[config.mk]
export PLATFORM = sky130hd
export DESIGN_NAME = mem_port_arbiter_flat
export DESIGN_NICKNAME = d
export VERILOG_FILES = /design/src/rtl/mem_port_arbiter_pkg.sv /design/src/rtl/mem_port_arbiter_if.sv /design/src/rtl/mem_port_arbiter_starve_prio_arb.sv /design/src/rtl/mem_port_arbiter.sv /design/src/flat_wrapper.sv
export SDC_FILE = /design/constraint.sdc
export NUM_CORES = 1
export LEC_CHECK = 0
export CORE_AREA = 2 2 107 109
export CTS_CLUSTER_DIAMETER = 200
export DETAILED_ROUTE_END_ITERATION = 8
export DIE_AREA = 0 0 109 111
export GPL_TIMING_DRIVEN = 0
export SYNTH_ARGS = -nofsm -noshare
export SYNTH_HDL_FRONTEND = slang
export SYNTH_SLANG_ARGS = --single-unit
[constraint.sdc]
create_clock -name clk -period 2.9 [get_ports clk]
set_clock_uncertainty 0.2 [all_clocks]
set_input_delay 0.58 -clock clk [delete_from_list [all_inputs] [get_ports clk]]
set_output_delay 0.58 -clock clk [all_outputs]
set_load 0.02 [all_outputs]
[src/rtl/mem_port_arbiter_pkg.sv]
// Shared types for the unified-memory port arbiter.
//   mem_size_e  : access width forwarded to the memory macro
//   owner_e     : which pipeline port owns the outstanding access
//   arb_state_e : arbiter FSM states
// Also holds the latency counter width and a helper that computes the
// counter reload value for a given memory latency.
package mem_pkg;

    typedef enum logic [1:0] {
        MEM_BYTE = 2'd0,
        MEM_HALF = 2'd1,
        MEM_WORD = 2'd2
    } mem_size_e;

    typedef enum logic {
        OWN_IF = 1'b0,
        OWN_DM = 1'b1
    } owner_e;

    typedef enum logic {
        ARB_IDLE = 1'b0,
        ARB_WAIT = 1'b1
    } arb_state_e;

    // Memory latency is limited to 1..4, so the counter only ever holds 0..3.
    localparam int LAT_W = 2;

    // The counter is loaded on issue and reaches zero on the response cycle.
    function automatic logic [LAT_W-1:0] latReload(input int lat);
        return LAT_W'(lat - 1);
    endfunction

endpackage

[src/rtl/mem_port_arbiter_if.sv]
// Bus bundle between the arbiter, the IF/MEM pipeline stages and the memory.
//   if_*   : instruction-fetch request/grant/response
//   dm_*   : data-memory request/grant/response
//   mem_*  : issue channel to the memory macro, plus its read data
//   busy   : a transaction is outstanding
// Modport slave is the arbiter's view; master is the surrounding system.
interface mem_port_arbiter_if #(
    parameter int ADDR_W = 32,
    parameter int DATA_W = 32
) ();
    import mem_pkg::*;

    logic              if_req;
    logic [ADDR_W-1:0] if_addr;
    logic              if_gnt;
    logic              if_rvalid;
    logic [DATA_W-1:0] if_rdata;

    logic              dm_req;
    logic              dm_we;
    mem_size_e         dm_size;
    logic              dm_unsigned;
    logic [ADDR_W-1:0] dm_addr;
    logic [DATA_W-1:0] dm_wdata;
    logic              dm_gnt;
    logic              dm_rvalid;
    logic [DATA_W-1:0] dm_rdata;

    logic              mem_en;
    logic              mem_we;
    mem_size_e         mem_size;
    logic              mem_unsigned;
    logic [ADDR_W-1:0] mem_addr;
    logic [DATA_W-1:0] mem_wdata;
    logic [DATA_W-1:0] mem_rdata;

    logic              busy;

    modport slave (
        input  if_req, if_addr,
        input  dm_req, dm_we, dm_size, dm_unsigned, dm_addr, dm_wdata,
        input  mem_rdata,
        output if_gnt, if_rvalid, if_rdata,
        output dm_gnt, dm_rvalid, dm_rdata,
        output mem_en, mem_we, mem_size, mem_unsigned, mem_addr, mem_wdata,
        output busy
    );

    modport master (
        output if_req, if_addr,
        output dm_req, dm_we, dm_size, dm_unsigned, dm_addr, dm_wdata,
        output mem_rdata,
        input  if_gnt, if_rvalid, if_rdata,
        input  dm_gnt, dm_rvalid, dm_rdata,
        input  mem_en, mem_we, mem_size, mem_unsigned, mem_addr, mem_wdata,
        input  busy
    );

endinterface

[src/rtl/mem_port_arbiter_starve_prio_arb.sv]
// Two-input fixed-priority arbiter with a fetch starvation counter.
// Data wins by default; once STARVE_MAX data grants have been made in a row
// while a fetch was waiting, the fetch wins the next arbitration.
//   clk, rst     : clock, synchronous active-high reset
//   if_req_i     : fetch port requesting
//   dm_req_i     : data port requesting
//   grant_en_i   : the arbiter is allowed to grant this cycle
//   if_win_o     : fetch would win this cycle
//   dm_win_o     : data would win this cycle
module starve_prio_arb
    import mem_pkg::*;
#(
    parameter int STARVE_MAX = 4
) (
    input  logic clk,
    input  logic rst,
    input  logic if_req_i,
    input  logic dm_req_i,
    input  logic grant_en_i,
    output logic if_win_o,
    output logic dm_win_o
);

    localparam int CNT_W = $clog2(STARVE_MAX + 1);

    logic [CNT_W-1:0] starve_cnt_q, starve_cnt_d;
    logic             starveHit;

    // Winner selection: a waiting fetch overrides data only once starved.
    assign starveHit = (starve_cnt_q == CNT_W'(STARVE_MAX));
    assign if_win_o  = if_req_i && (!dm_req_i || starveHit);
    assign dm_win_o  = dm_req_i && !if_win_o;

    // The counter only measures back-to-back data grants that bypassed a
    // waiting fetch; it forgets as soon as the fetch is served or withdrawn.
    always_comb begin
        starve_cnt_d = starve_cnt_q;
        if (!if_req_i) begin
            starve_cnt_d = '0;
        end else if (grant_en_i && if_win_o) begin
            starve_cnt_d = '0;
        end else if (grant_en_i && dm_win_o && !starveHit) begin
            starve_cnt_d = starve_cnt_q + 1'b1;
        end
    end

    always_ff @(posedge clk) begin
        if (rst) begin
            starve_cnt_q <= '0;
        end else begin
            starve_cnt_q <= starve_cnt_d;
        end
    end

endmodule

[src/rtl/mem_port_arbiter.sv]
// Shares one single-port memory between the instruction-fetch and data ports.
// One access is outstanding at a time; the memory answers MEM_LAT cycles after
// issue and the response is routed back to whichever port was granted.
//   clk, rst : clock, synchronous active-high reset
//   bus      : slave view of mem_port_arbiter_if (IF, DM and memory channels)
// Parameters: ADDR_W, DATA_W bus widths; MEM_LAT memory latency (1..4);
// STARVE_MAX consecutive data grants tolerated while a fetch waits.
module mem_port_arbiter
    import mem_pkg::*;
#(
    parameter int ADDR_W     = 32,
    parameter int DATA_W     = 32,
    parameter int MEM_LAT    = 1,
    parameter int STARVE_MAX = 4
) (
    input  logic                clk,
    input  logic                rst,
    mem_port_arbiter_if.slave   bus
);

    arb_state_e       state_q, state_d;
    owner_e           owner_q, owner_d;
    logic             store_q, store_d;
    logic [LAT_W-1:0] lat_cnt_q, lat_cnt_d;

    logic rspCycle;
    logic grantEn;
    logic ifWin;
    logic dmWin;
    logic ifGnt;
    logic dmGnt;
    logic rspValid;

    // The response cycle of the outstanding access doubles as a grant slot,
    // so back-to-back accesses need no idle cycle in between. Reset blocks
    // everything so no output moves while rst is high.
    assign rspCycle = (state_q == ARB_WAIT) && (lat_cnt_q == '0);
    assign grantEn  = !rst && ((state_q == ARB_IDLE) || rspCycle);
    assign rspValid = !rst && rspCycle;

    starve_prio_arb #(
        .STARVE_MAX (STARVE_MAX)
    ) u_arb (
        .clk        (clk),
        .rst        (rst),
        .if_req_i   (bus.if_req),
        .dm_req_i   (bus.dm_req),
        .grant_en_i (grantEn),
        .if_win_o   (ifWin),
        .dm_win_o   (dmWin)
    );

    assign ifGnt = grantEn && ifWin;
    assign dmGnt = grantEn && dmWin;

    // State register: FSM state, owner of the outstanding access, whether it
    // was a store, and the latency countdown.
    always_ff @(posedge clk) begin
        if (rst) begin
            state_q   <= ARB_IDLE;
            owner_q   <= OWN_IF;
            store_q   <= 1'b0;
            lat_cnt_q <= '0;
        end else begin
            state_q   <= state_d;
            owner_q   <= owner_d;
            store_q   <= store_d;
            lat_cnt_q <= lat_cnt_d;
        end
    end

    // Next-state logic: a grant always (re)starts the countdown; otherwise
    // WAIT counts down and falls back to IDLE after the response cycle.
    always_comb begin
        state_d   = state_q;
        owner_d   = owner_q;
        store_d   = store_q;
        lat_cnt_d = lat_cnt_q;
        case (state_q)
            ARB_IDLE: begin
                if (ifGnt || dmGnt) begin
                    state_d   = ARB_WAIT;
                    owner_d   = dmGnt ? OWN_DM : OWN_IF;
                    store_d   = dmGnt && bus.dm_we;
                    lat_cnt_d = latReload(MEM_LAT);
                end
            end
            ARB_WAIT: begin
                if (lat_cnt_q != '0) begin
                    lat_cnt_d = lat_cnt_q - 1'b1;
                end else if (ifGnt || dmGnt) begin
                    owner_d   = dmGnt ? OWN_DM : OWN_IF;
                    store_d   = dmGnt && bus.dm_we;
                    lat_cnt_d = latReload(MEM_LAT);
                end else begin
                    state_d   = ARB_IDLE;
                end
            end
            default: state_d = ARB_IDLE;
        endcase
    end

    // Output logic: grants and the memory issue channel come straight from
    // the request mux; the response is steered to the latched owner. Store
    // acks return zero data rather than whatever the memory drives.
    always_comb begin
        bus.if_gnt       = ifGnt;
        bus.dm_gnt       = dmGnt;
        bus.mem_en       = ifGnt || dmGnt;
        bus.mem_we       = 1'b0;
        bus.mem_size     = MEM_WORD;
        bus.mem_unsigned = 1'b0;
        bus.mem_addr     = {ADDR_W{1'b0}};
        bus.mem_wdata    = {DATA_W{1'b0}};
        if (dmGnt) begin
            bus.mem_we       = bus.dm_we;
            bus.mem_size     = bus.dm_size;
            bus.mem_unsigned = bus.dm_unsigned;
            bus.mem_addr     = bus.dm_addr;
            bus.mem_wdata    = bus.dm_wdata;
        end else if (ifGnt) begin
            bus.mem_addr     = bus.if_addr;
        end

        bus.if_rvalid = rspValid && (owner_q == OWN_IF);
        bus.dm_rvalid = rspValid && (owner_q == OWN_DM);
        bus.if_rdata  = {DATA_W{1'b0}};
        bus.dm_rdata  = {DATA_W{1'b0}};
        if (bus.if_rvalid) begin
            bus.if_rdata = bus.mem_rdata;
        end
        if (bus.dm_rvalid && !store_q) begin
            bus.dm_rdata = bus.mem_rdata;
        end

        bus.busy = !rst && (state_q == ARB_WAIT);
    end

endmodule

[src/flat_wrapper.sv]
// flat-port wrapper written by rule: the top's interface ports become plain ports
module mem_port_arbiter_flat import mem_pkg::*;
#(
    parameter int ADDR_W     = 32,
    parameter int DATA_W     = 32,
    parameter int MEM_LAT    = 1,
    parameter int STARVE_MAX = 4
)
  (clk, rst, bus_if_req, bus_if_addr, bus_dm_req, bus_dm_we, bus_dm_size, bus_dm_unsigned, bus_dm_addr, bus_dm_wdata, bus_mem_rdata, bus_if_gnt, bus_if_rvalid, bus_if_rdata, bus_dm_gnt, bus_dm_rvalid, bus_dm_rdata, bus_mem_en, bus_mem_we, bus_mem_size, bus_mem_unsigned, bus_mem_addr, bus_mem_wdata, bus_busy);
  mem_port_arbiter_if #(.ADDR_W(ADDR_W), .DATA_W(DATA_W)) bus_i ();
  input  logic clk;
  input  logic rst;
  input wire logic [$bits(bus_i.if_req)-1:0] bus_if_req;
  input wire logic [$bits(bus_i.if_addr)-1:0] bus_if_addr;
  input wire logic [$bits(bus_i.dm_req)-1:0] bus_dm_req;
  input wire logic [$bits(bus_i.dm_we)-1:0] bus_dm_we;
  input wire logic [$bits(bus_i.dm_size)-1:0] bus_dm_size;
  input wire logic [$bits(bus_i.dm_unsigned)-1:0] bus_dm_unsigned;
  input wire logic [$bits(bus_i.dm_addr)-1:0] bus_dm_addr;
  input wire logic [$bits(bus_i.dm_wdata)-1:0] bus_dm_wdata;
  input wire logic [$bits(bus_i.mem_rdata)-1:0] bus_mem_rdata;
  output wire logic [$bits(bus_i.if_gnt)-1:0] bus_if_gnt;
  output wire logic [$bits(bus_i.if_rvalid)-1:0] bus_if_rvalid;
  output wire logic [$bits(bus_i.if_rdata)-1:0] bus_if_rdata;
  output wire logic [$bits(bus_i.dm_gnt)-1:0] bus_dm_gnt;
  output wire logic [$bits(bus_i.dm_rvalid)-1:0] bus_dm_rvalid;
  output wire logic [$bits(bus_i.dm_rdata)-1:0] bus_dm_rdata;
  output wire logic [$bits(bus_i.mem_en)-1:0] bus_mem_en;
  output wire logic [$bits(bus_i.mem_we)-1:0] bus_mem_we;
  output wire logic [$bits(bus_i.mem_size)-1:0] bus_mem_size;
  output wire logic [$bits(bus_i.mem_unsigned)-1:0] bus_mem_unsigned;
  output wire logic [$bits(bus_i.mem_addr)-1:0] bus_mem_addr;
  output wire logic [$bits(bus_i.mem_wdata)-1:0] bus_mem_wdata;
  output wire logic [$bits(bus_i.busy)-1:0] bus_busy;
  assign bus_i.if_req = bus_if_req;
  assign bus_i.if_addr = bus_if_addr;
  assign bus_i.dm_req = bus_dm_req;
  assign bus_i.dm_we = bus_dm_we;
  assign bus_i.dm_size = bus_dm_size;
  assign bus_i.dm_unsigned = bus_dm_unsigned;
  assign bus_i.dm_addr = bus_dm_addr;
  assign bus_i.dm_wdata = bus_dm_wdata;
  assign bus_i.mem_rdata = bus_mem_rdata;
  assign bus_if_gnt = bus_i.if_gnt;
  assign bus_if_rvalid = bus_i.if_rvalid;
  assign bus_if_rdata = bus_i.if_rdata;
  assign bus_dm_gnt = bus_i.dm_gnt;
  assign bus_dm_rvalid = bus_i.dm_rvalid;
  assign bus_dm_rdata = bus_i.dm_rdata;
  assign bus_mem_en = bus_i.mem_en;
  assign bus_mem_we = bus_i.mem_we;
  assign bus_mem_size = bus_i.mem_size;
  assign bus_mem_unsigned = bus_i.mem_unsigned;
  assign bus_mem_addr = bus_i.mem_addr;
  assign bus_mem_wdata = bus_i.mem_wdata;
  assign bus_busy = bus_i.busy;
  mem_port_arbiter #(.ADDR_W(ADDR_W), .DATA_W(DATA_W), .MEM_LAT(MEM_LAT), .STARVE_MAX(STARVE_MAX)) u_core (.clk(clk), .rst(rst), .bus(bus_i));
endmodule
==> impl_metrics.json <==
{
  "outcome": "complete, no violations",
  "diodes": 0,
  "drt_iter0_markers": 132,
  "floorplan.die_area_um2": 12100,
  "final_common_cell": "clkdlybuf4s50_1",
  "wire_per_inst_um": 14.2,
  "vias_per_cell": 4.29,
  "globalplace.congestion": 0.752,
  "tightest_slew_ns": 0.394,
  "grt_start_max_net_pins": 11,
  "yosysWarnings": 0,
  "fin_crit_sh_pct": 98.4,
  "cap_violations": 0,
  "synthTopCellsByArea": "and2_1, nand3_1, a21oi_1",
  "cp-start-kind": "input pin",
  "cts_root_buf": "clkbuf_16",
  "worstPathMaxFanout": 7,
  "grt_util_all_layers_pct": 15.2,
  "io_pins": 274,
  "fp.dieH_um": 111,
  "synth_area_um2": 1710,
  "initial_utilization_pct": 15.4,
  "power_mw": 0.901,
  "hpwl_um": 8320,
  "die_x_um": 109,
  "ant_nets": 0,
  "end_kind": "output port",
  "mostFrequentLayoutCells": "clkdlybuf4s50_1, and2_1, nand3_1",
  "power_density_nw_per_um2": 195,
  "arrival_ns": 2.07,
  "synth_nets": 415,
  "dr.pass1.iters": 4,
  "netlist_instances": 277,
  "path_class": "input pin to output port",
  "port_buffers": 273,
  "ys_seq_area_share_pct": 9.38,
  "clock_sinks": 8,
  "leakagePower_nw": 2.10,
  "yosys.area.top_type": "and2_1",
  "stdcell_area_um2": 4620,
  "setup_viol": 0,
  "synth_cell_types": 34,
  "synth-seq-cells": 8,
  "avgSynthCellArea_um2": 6.16,
  "clockBufferDepth": 2,
  "vias": 3026,
  "drive_gt1_share_pct": 25.0,
  "holdBufCountCts": 0,
  "grt_pass1_vias": 2950,
  "relSlewSlack_pct": 73.7,
  "min_period_ns": 2.85,
  "place_area_um2": 4620,
  "slew_viol_final": 0,
  "numCtsBuffers": 3,
  "core_area_um2": 11100,
  "path_clk_slew_ns": 0.04,
  "holdCritPathClass": "register to register",
  "clk_latency_ns": 0.23,
  "drc": 0,
  "holdWs_ns": 0.308,
  "grt_pass1_wl_um": 14800,
  "num-nets-final": 703,
  "overflow": 0,
  "hold_violations": 0,
  "fmax_ghz": 0.350,
  "rsz0062_at_grt": "yes",
  "cts_tree": "done",
  "worst_ep_required_time_ns": 2.12,
  "antenna_found_initial": 0,
  "synth.top_cell.area_share_pct": 36.3,
  "routed_wl_um": 10000,
  "row_count": 39,
  "htree_levels": 1,
  "areaGrowthSynthToFinish_pct": 171,
  "ir_drop_mv": 0.143
}
## per-stage QoR
stage	worst slack (ns)	std cells	setup TNS (ns)	util, %
final	0.0459	706	0	41.7
after floorplan	0.418	277	0	-
after CTS	0.00152	701	0	43.7
after global routing	-0.0104	706	-0.0524	41.7
after global placement	-0.748	693	-81.26	41.7
after detailed placement	-0.768	693	-83.96	41.7
## worst max-delay path, stage by stage
cell             delay [ns]
dlygate4sd2_1          0.26
or3_4                  0.41
nor3_4                 0.16
buf_12                 0.14
buf_2                  0.14
and2_1                 0.13
clkdlybuf4s15_2        0.25
## final timing paths
path / startpoint / to / slack, ns / cells after the start
max: rst / bus_dm_rdata[6] / 0.05 / 7
min reg2reg: u_core.store_q / u_core.store_q / 0.31 / 2
min: u_core.store_q / u_core.store_q / 0.31 / 2
max reg2reg: u_core.u_arb.starve_cnt_q[0] / u_core.u_arb.starve_cnt_q[1] / 0.90 / 6
## layout make-up
class | instances | area (um2)
buffer | 29 | 218
clock buffer | 3 | 75.1
fill | 1220 | 6460
inverter | 4 | 15.0
multi-input combinational | 235 | 1410
sequential | 8 | 160
tap | 143 | 179
timing repair buffer | 284 | 2560
## Yosys cell counts (all sizes together)
cell and number:
nand3b 2, a31o 1, buf 17, ha 2, o21a 1, nand3 65
o2bb2ai 1, clkbuf 13, a21oi 37, nor3b 2, nor3 4, nand4b 1
and2 99, or3 1, nand4 1, a21bo 1, or4 1, nor2 2
nand2b 2, inv 4, a41oi 1, a311oi 1, o21ai 3, nor2b 1
and4 1, or4b 1, dfxtp 8, nand2 4
## cell families after synthesis
family / Yosys count / synth area share (%)
compound gates: 46 / 15.0
flops: 8 / 9.38
buf+inv: 34 / 9.38
fa+ha+maj: 2 / 1.47
simple gates: 187 / 64.7
## what timing repair did
item                       CTS  global route
pin swaps                    4             1
buffers inserted             5             4
cloned                       1             1
setup endpoints to repair  137            96
resized for setup          354            60
## metal layers
metal	share of wire (%)	track usage (%)	wire length [um]	vias up
met3	10	3.82	1040	14
met1	35	15.6	3540	1346
met4	1.7	3.85	167	0
met5	0	0	0	-
met2	53	29.7	5290	154
li1	-	-	-	1512
## sequential cells by signal (all words and copies together) (netlist names)
name / flops
u_core.state_q: 1
u_core.owner_q: 1
u_core.store_q: 1
u_core.u_arb.starve_cnt_q: 3
u_core.lat_cnt_q: 2
## power by group
group          internal (mW)  switching [mW]
clock network          0.178          0.0580
registers              0.114         0.00316
logic                  0.305           0.242
total                  0.598           0.303
(Power assumes the default switching activity.)
==> edit 1 (config.mk and constraints unchanged) <==
Make the reset (`rst`) asynchronous in 2 clocked blocks. Comments in the files are not updated.
--- a/src/rtl/mem_port_arbiter_starve_prio_arb.sv
+++ b/src/rtl/mem_port_arbiter_starve_prio_arb.sv
@@ -45,5 +45,5 @@
     end
 
-    always_ff @(posedge clk) begin
+    always_ff @(posedge clk or posedge rst) begin
         if (rst) begin
             starve_cnt_q <= '0;
--- a/src/rtl/mem_port_arbiter.sv
+++ b/src/rtl/mem_port_arbiter.sv
@@ -56,5 +56,5 @@
     // State register: FSM state, owner of the outstanding access, whether it
     // was a store, and the latency countdown.
-    always_ff @(posedge clk) begin
+    always_ff @(posedge clk or posedge rst) begin
         if (rst) begin
             state_q   <= ARB_IDLE;
Check against the original RTL: no difference found for any inputs over 10 cycles, from zero or initial values and one cycle with rst high; that may be too few to reach the edited logic, so the function may still have changed.
==> edit 1 against the original RTL <==
- worst setup slack improved by 0.049 ns
- first-iteration DRC count fell by 5.3%
- area after synthesis increased by 1.3%
- sequential power is 6% higher
- total power increased by 0.88%
- design area is 2.8% lower
- global-route usage is 1.5 points higher
- critical endpoint is now bus_dm_rdata[25]
- sequential cell count stayed put
- synthesized cell count fell by 1.1%
- wire length is 8.2% higher
- final cell count decreased by 1.4%
==> edit 1: results <==
group,metric,value,unit
power,power_leakage,2.23,nW
drt,wl_met1,3940,um
yosys,synth_top_flop_cell,"dfrtp_1",
grt,grt_pass1_vias,3073,
yosys,synthCells,274,
sta,fin_crit_sh,0.967,
drt,met3_length,1160,um
drt,post_drt_via_cell_ratio,4.40,
yosys,syn_nets,412,
power,irDropWorstVdd,0.109,mV
placed_design,port_buffers,271,
critical_path,r2r.worst_path.cells,5,
drt,met2_length,5430,um
critical_path,crit_path_top_delay_cell,"or4b_4",
placed_design,gp_congestion,0.852,
grt,gr-usage-met3,0.0347,
run_status,outcome,"finished clean",
sta,tightest_slew,0.425,ns
placed_design,numPlacedInstances,688,
yosys,netlist_top_cells_count,"and2_1 (99), nand3_1 (65), a21oi_1 (33)",
final_layout,final_cells,696,
placed_design,place_ws,-0.837,ns
placed_design,dpl.hpwl,9190,um
grt,use_met1,0.181,
min_path,hold_class,"primary input to asynchronous set/reset pin",
grt,grt_pass1_wl,15900,um
drt,routed_wl,10800,um
critical_path,r2r_slack,1.05,ns
-- edit 1: kinds of logic after synthesis --
logic type | after synthesis | share of synthesized area
AND/OR/NAND/NOR | 181 | 0.617
buffers and inverters | 36 | 0.0984
adder cells (fa/ha/maj) | 2 | 0.0145
AO/OA/AOI/OAI | 47 | 0.155
flip-flops | 8 | 0.116
-- edit 1: worst max-delay path: cells and delay by family --
family / cells / cell delay [ns]
buffers and inverters: 4 / 0.55
AND/OR/NAND/NOR: 3 / 0.88
-- edit 1: repair_timing --
action	CTS	global route
pin swaps	1	2
resized for setup	314	74
setup buffers	6	1
gates cloned	0	0
endpoints found under the setup margin	136	103
-- edit 1: cell type report --
type                    instances  area (um2)
well taps                     143         179
multi-input cells             230        1390
inverters                       7        30.0
plain buffers                  27         181
flip-flops and latches          8         200
clock buffers                   3        75.1
fillers                      1216        6590
repair buffers                278        2430
-- edit 1: power by group --
| part | switching, mW | internal [mW] |
|---|---|---|
| combinational | 0.251 | 0.301 |
| sequential | 0.00695 | 0.117 |
| clock | 0.0558 | 0.178 |
-- edit 1: worst min-delay path by stage --
stage,start,endpoint,slack (ns),cells past startpoint
2_1_floorplan,u_core.owner_q$_DFFE_PP0P_,u_core.owner_q$_DFFE_PP0P_,0.29,1
3_3_place_gp,u_core.owner_q$_DFFE_PP0P_,u_core.owner_q$_DFFE_PP0P_,0.32,1
3_5_place_dp,u_core.owner_q$_DFFE_PP0P_,u_core.owner_q$_DFFE_PP0P_,0.34,1
4_1_cts,rst,u_core.u_arb.starve_cnt_q[2]$_DFFE_PP0P_,0.19,3
5_1_grt,rst,u_core.u_arb.starve_cnt_q[2]$_DFFE_PP0P_,0.22,3
6_report,rst,u_core.u_arb.starve_cnt_q[2]$_DFFE_PP0P_,0.19,3
==> edit 2 (same settings) <==
Made on the original files. `STARVE_MAX` is set to 4 in 3 places; all go to 8.
--- a/src/rtl/mem_port_arbiter_starve_prio_arb.sv
+++ b/src/rtl/mem_port_arbiter_starve_prio_arb.sv
@@ -11,5 +11,5 @@
     import mem_pkg::*;
 #(
-    parameter int STARVE_MAX = 4
+    parameter int STARVE_MAX = 8
 ) (
     input  logic clk,
--- a/src/rtl/mem_port_arbiter.sv
+++ b/src/rtl/mem_port_arbiter.sv
@@ -12,5 +12,5 @@
     parameter int DATA_W     = 32,
     parameter int MEM_LAT    = 1,
-    parameter int STARVE_MAX = 4
+    parameter int STARVE_MAX = 8
 ) (
     input  logic                clk,
--- a/src/flat_wrapper.sv
+++ b/src/flat_wrapper.sv
@@ -5,5 +5,5 @@
     parameter int DATA_W     = 32,
     parameter int MEM_LAT    = 1,
-    parameter int STARVE_MAX = 4
+    parameter int STARVE_MAX = 8
 )
   (clk, rst, bus_if_req, bus_if_addr, bus_dm_req, bus_dm_we, bus_dm_size, bus_dm_unsigned, bus_dm_addr, bus_dm_wdata, bus_mem_rdata, bus_if_gnt, bus_if_rvalid, bus_if_rdata, bus_dm_gnt, bus_dm_rvalid, bus_dm_rdata, bus_mem_en, bus_mem_we, bus_mem_size, bus_mem_unsigned, bus_mem_addr, bus_mem_wdata, bus_busy);
Behaviour: not the same (Yosys sat finds a counterexample within 10 cycles, from zero or initial values and one cycle with rst high).
==> edit 2 against the original RTL <==
- final cell count is 4.0% higher
- critical endpoint is now bus_dm_rdata[10]
- sequential cell count is 1 higher
- combinational power grew 3%
- critical path depth unchanged
- sequential power up 12%
- die area unchanged
- via count up 12%
- area after synthesis grew 13%
- critical path type unchanged
- wire length grew 17%
- worst setup slack improved by 0.057 ns
- total power is 4.4% higher
- first-iteration DRC count up 23%
- count of clock-buffer cells in the layout grew 1
- design area up 7.1%
- largest power group unchanged
==> edit 2: results <==
group,metric,value,unit
drt,routed_wl,11800,um
yosys,ys_async_sr_fraction,0,
power,irDropWorstVdd,0.146,mV
cts,cts-htree-levels,1,
final_layout,fin_nets,726,
power,power_leakage,2.06,nW
critical_path,r2r.worst_path.cells,6,
run_status,outcome,"finished clean",
placed_design,dpl.hpwl,9440,um
min_path,hold_class,"flip-flop to flip-flop",
placed_design,place_area,4840,um2
min_path,holdPathStages,1,
critical_path,arrival,2.02,ns
grt,track_usage,0.183,
drt,first_pass_iters,4,
critical_path,path_max_fanout,7,
min_path,min_from,"u_core.u_arb.starve_cnt_q[0]$_SDFFE_PP0P_",
cts,clockBufferDepth,2,
grt,grt_pass1_vias,3411,
floorplan,dieArea,12100,um2
yosys,yosysSeqAreaShare,0.0934,
critical_path,timing.rr.end,"u_core.u_arb.starve_cnt_q[0]$_SDFFE_PP0P_",
cts,path_clk_slew,0.04,ns
cts,worstSkewPairLatency,0.23,ns
critical_path,r2r_start,"u_core.u_arb.starve_cnt_q[0]$_SDFFE_PP0P_",
critical_path,crit_start,"rst",
power,p_int,0.621,mW
cts,cts_root_buf,"clkbuf_16",
cts,cts-buffers-inserted,3,
placed_design,port_buffers,273,
drt,drt_iter0_drc,162,
final_layout,top_register,"u_core.u_arb.starve_cnt_q",
yosys,synthTopCellsByArea,"and2_1 (21%), nor3b_1 (13%), o211ai_1 (13%), dfxtp_1 (9.3%), a21oi_1 (8.8%)",
grt,grt_max_degree,11,
drt,post_drt_via_cell_ratio,4.62,
sta,tightest_slew,0.452,ns
critical_path,r2r_slack,0.90,ns
yosys,synth.top_cell.area_share,0.211,
grt,antenna_found_initial,4,
grt,grt_pass1_wl,17800,um
yosys,netlist_top_cells_count,"and2_1 (65), a21oi_1 (34), nor3b_1 (34), o211ai_1 (34), nand3_1 (33)",
final_layout,largestRegisters,"u_core.u_arb.starve_cnt_q x4, u_core.lat_cnt_q x2",
yosys,syn_nets,435,
final_layout,drive_gt1_frac,0.336,
min_path,holdPathEnd,"u_core.u_arb.starve_cnt_q[0]$_SDFFE_PP0P_",
placed_design,gp_congestion,0.821,
sta,fin_setup_tns,0,ns
yosys,synth_top_flop_cell,"dfxtp_1",
yosys,ys_types,35,
yosys,ys_warn_count,0,
edit 2: changes by cell type in the layout (fill, tap and decap cells not counted), moves of 17 or more:
cell	change
and2_1	-34
dlygate4sd2_1	-34
o211ai_1	+34
nand3_1	-31
nor3b_1	+23
buf_4	+19
buf_2	+17
edit 2: critical path, cell delays in order:
cell and delay [ns]:
buf_2 0.15, or3_4 0.43, nor3_4 0.14, buf_4 0.16
clkbuf_8 0.13, and2_1 0.12, clkdlybuf4s15_1 0.29
edit 2: final cells by class:
cell class	instances	area, um2
fillers	1175	6130
repair buffers	288	2570
multi-input cells	244	1640
plain buffers	34	256
flip-flops and latches	9	181
well taps	143	179
clock buffers	4	78.8
inverters	8	33.8
diodes	4	10.0
edit 2: per-layer routing:
layer	wire length [um]	global-route usage	vias to the layer above
li1	-	-	1661
met1	4280	0.199	1554
met2	6270	0.354	163
met3	1110	0.0447	10
met4	123	0.0299	0
met5	0	0	-
edit 2: power groups by stage:
stage	Clock (mW)	Combinational (mW)	Sequential, mW
after global placement	0	0.573	0.133
final	0.244	0.566	0.131
after detailed placement	0	0.576	0.133
after CTS	0.246	0.574	0.131
after floorplan	0	0.222	0.132
after global routing	0.253	0.604	0.131
edit 2: kinds of logic (layout without fill, tap and decap cells):
group / after synthesis / after routing / synth area share
AND/OR/NAND/NOR: 162 / 162 / 0.532
AO/OA/AOI/OAI: 80 / 80 / 0.268
flip-flops: 9 / 9 / 0.0934
buffers and inverters: 44 / 334 / 0.0934
adder cells (fa/ha/maj): 2 / 2 / 0.0130
other: 0 / 4 / 0
edit 2: stage by stage:
step	util	worst slack [ns]	cells	hold slack, ns
after floorplan	-	0.407	297	0.264
after global placement	0.437	-0.833	713	0.286
after detailed placement	0.437	-0.870	713	0.299
after CTS	0.456	-0.0221	732	0.309
after global routing	0.447	0.0116	734	0.307
final	0.447	0.103	734	0.292
edit 2: what timing repair did:
| action | 4_1_cts | 5_1_grt |
|---|---|---|
| pin swaps | 5 | 4 |
| cloned | 3 | 0 |
| resized for setup | 557 | 50 |
| endpoints found under the setup margin | 138 | 131 |
| hold buffers | 0 | 0 |
| setup buffers | 12 | 0 |
edit 2: worst max-delay path by stage:
stage,to,slack (ns),cells past startpoint
final,bus_dm_rdata[10],0.10,7
after global placement,bus_if_rdata[8],-0.83,6
after detailed placement,bus_if_gnt,-0.87,6
after CTS,bus_if_gnt,-0.02,6
after floorplan,bus_mem_wdata[10],0.41,6
after global routing,bus_dm_rdata[23],0.01,7
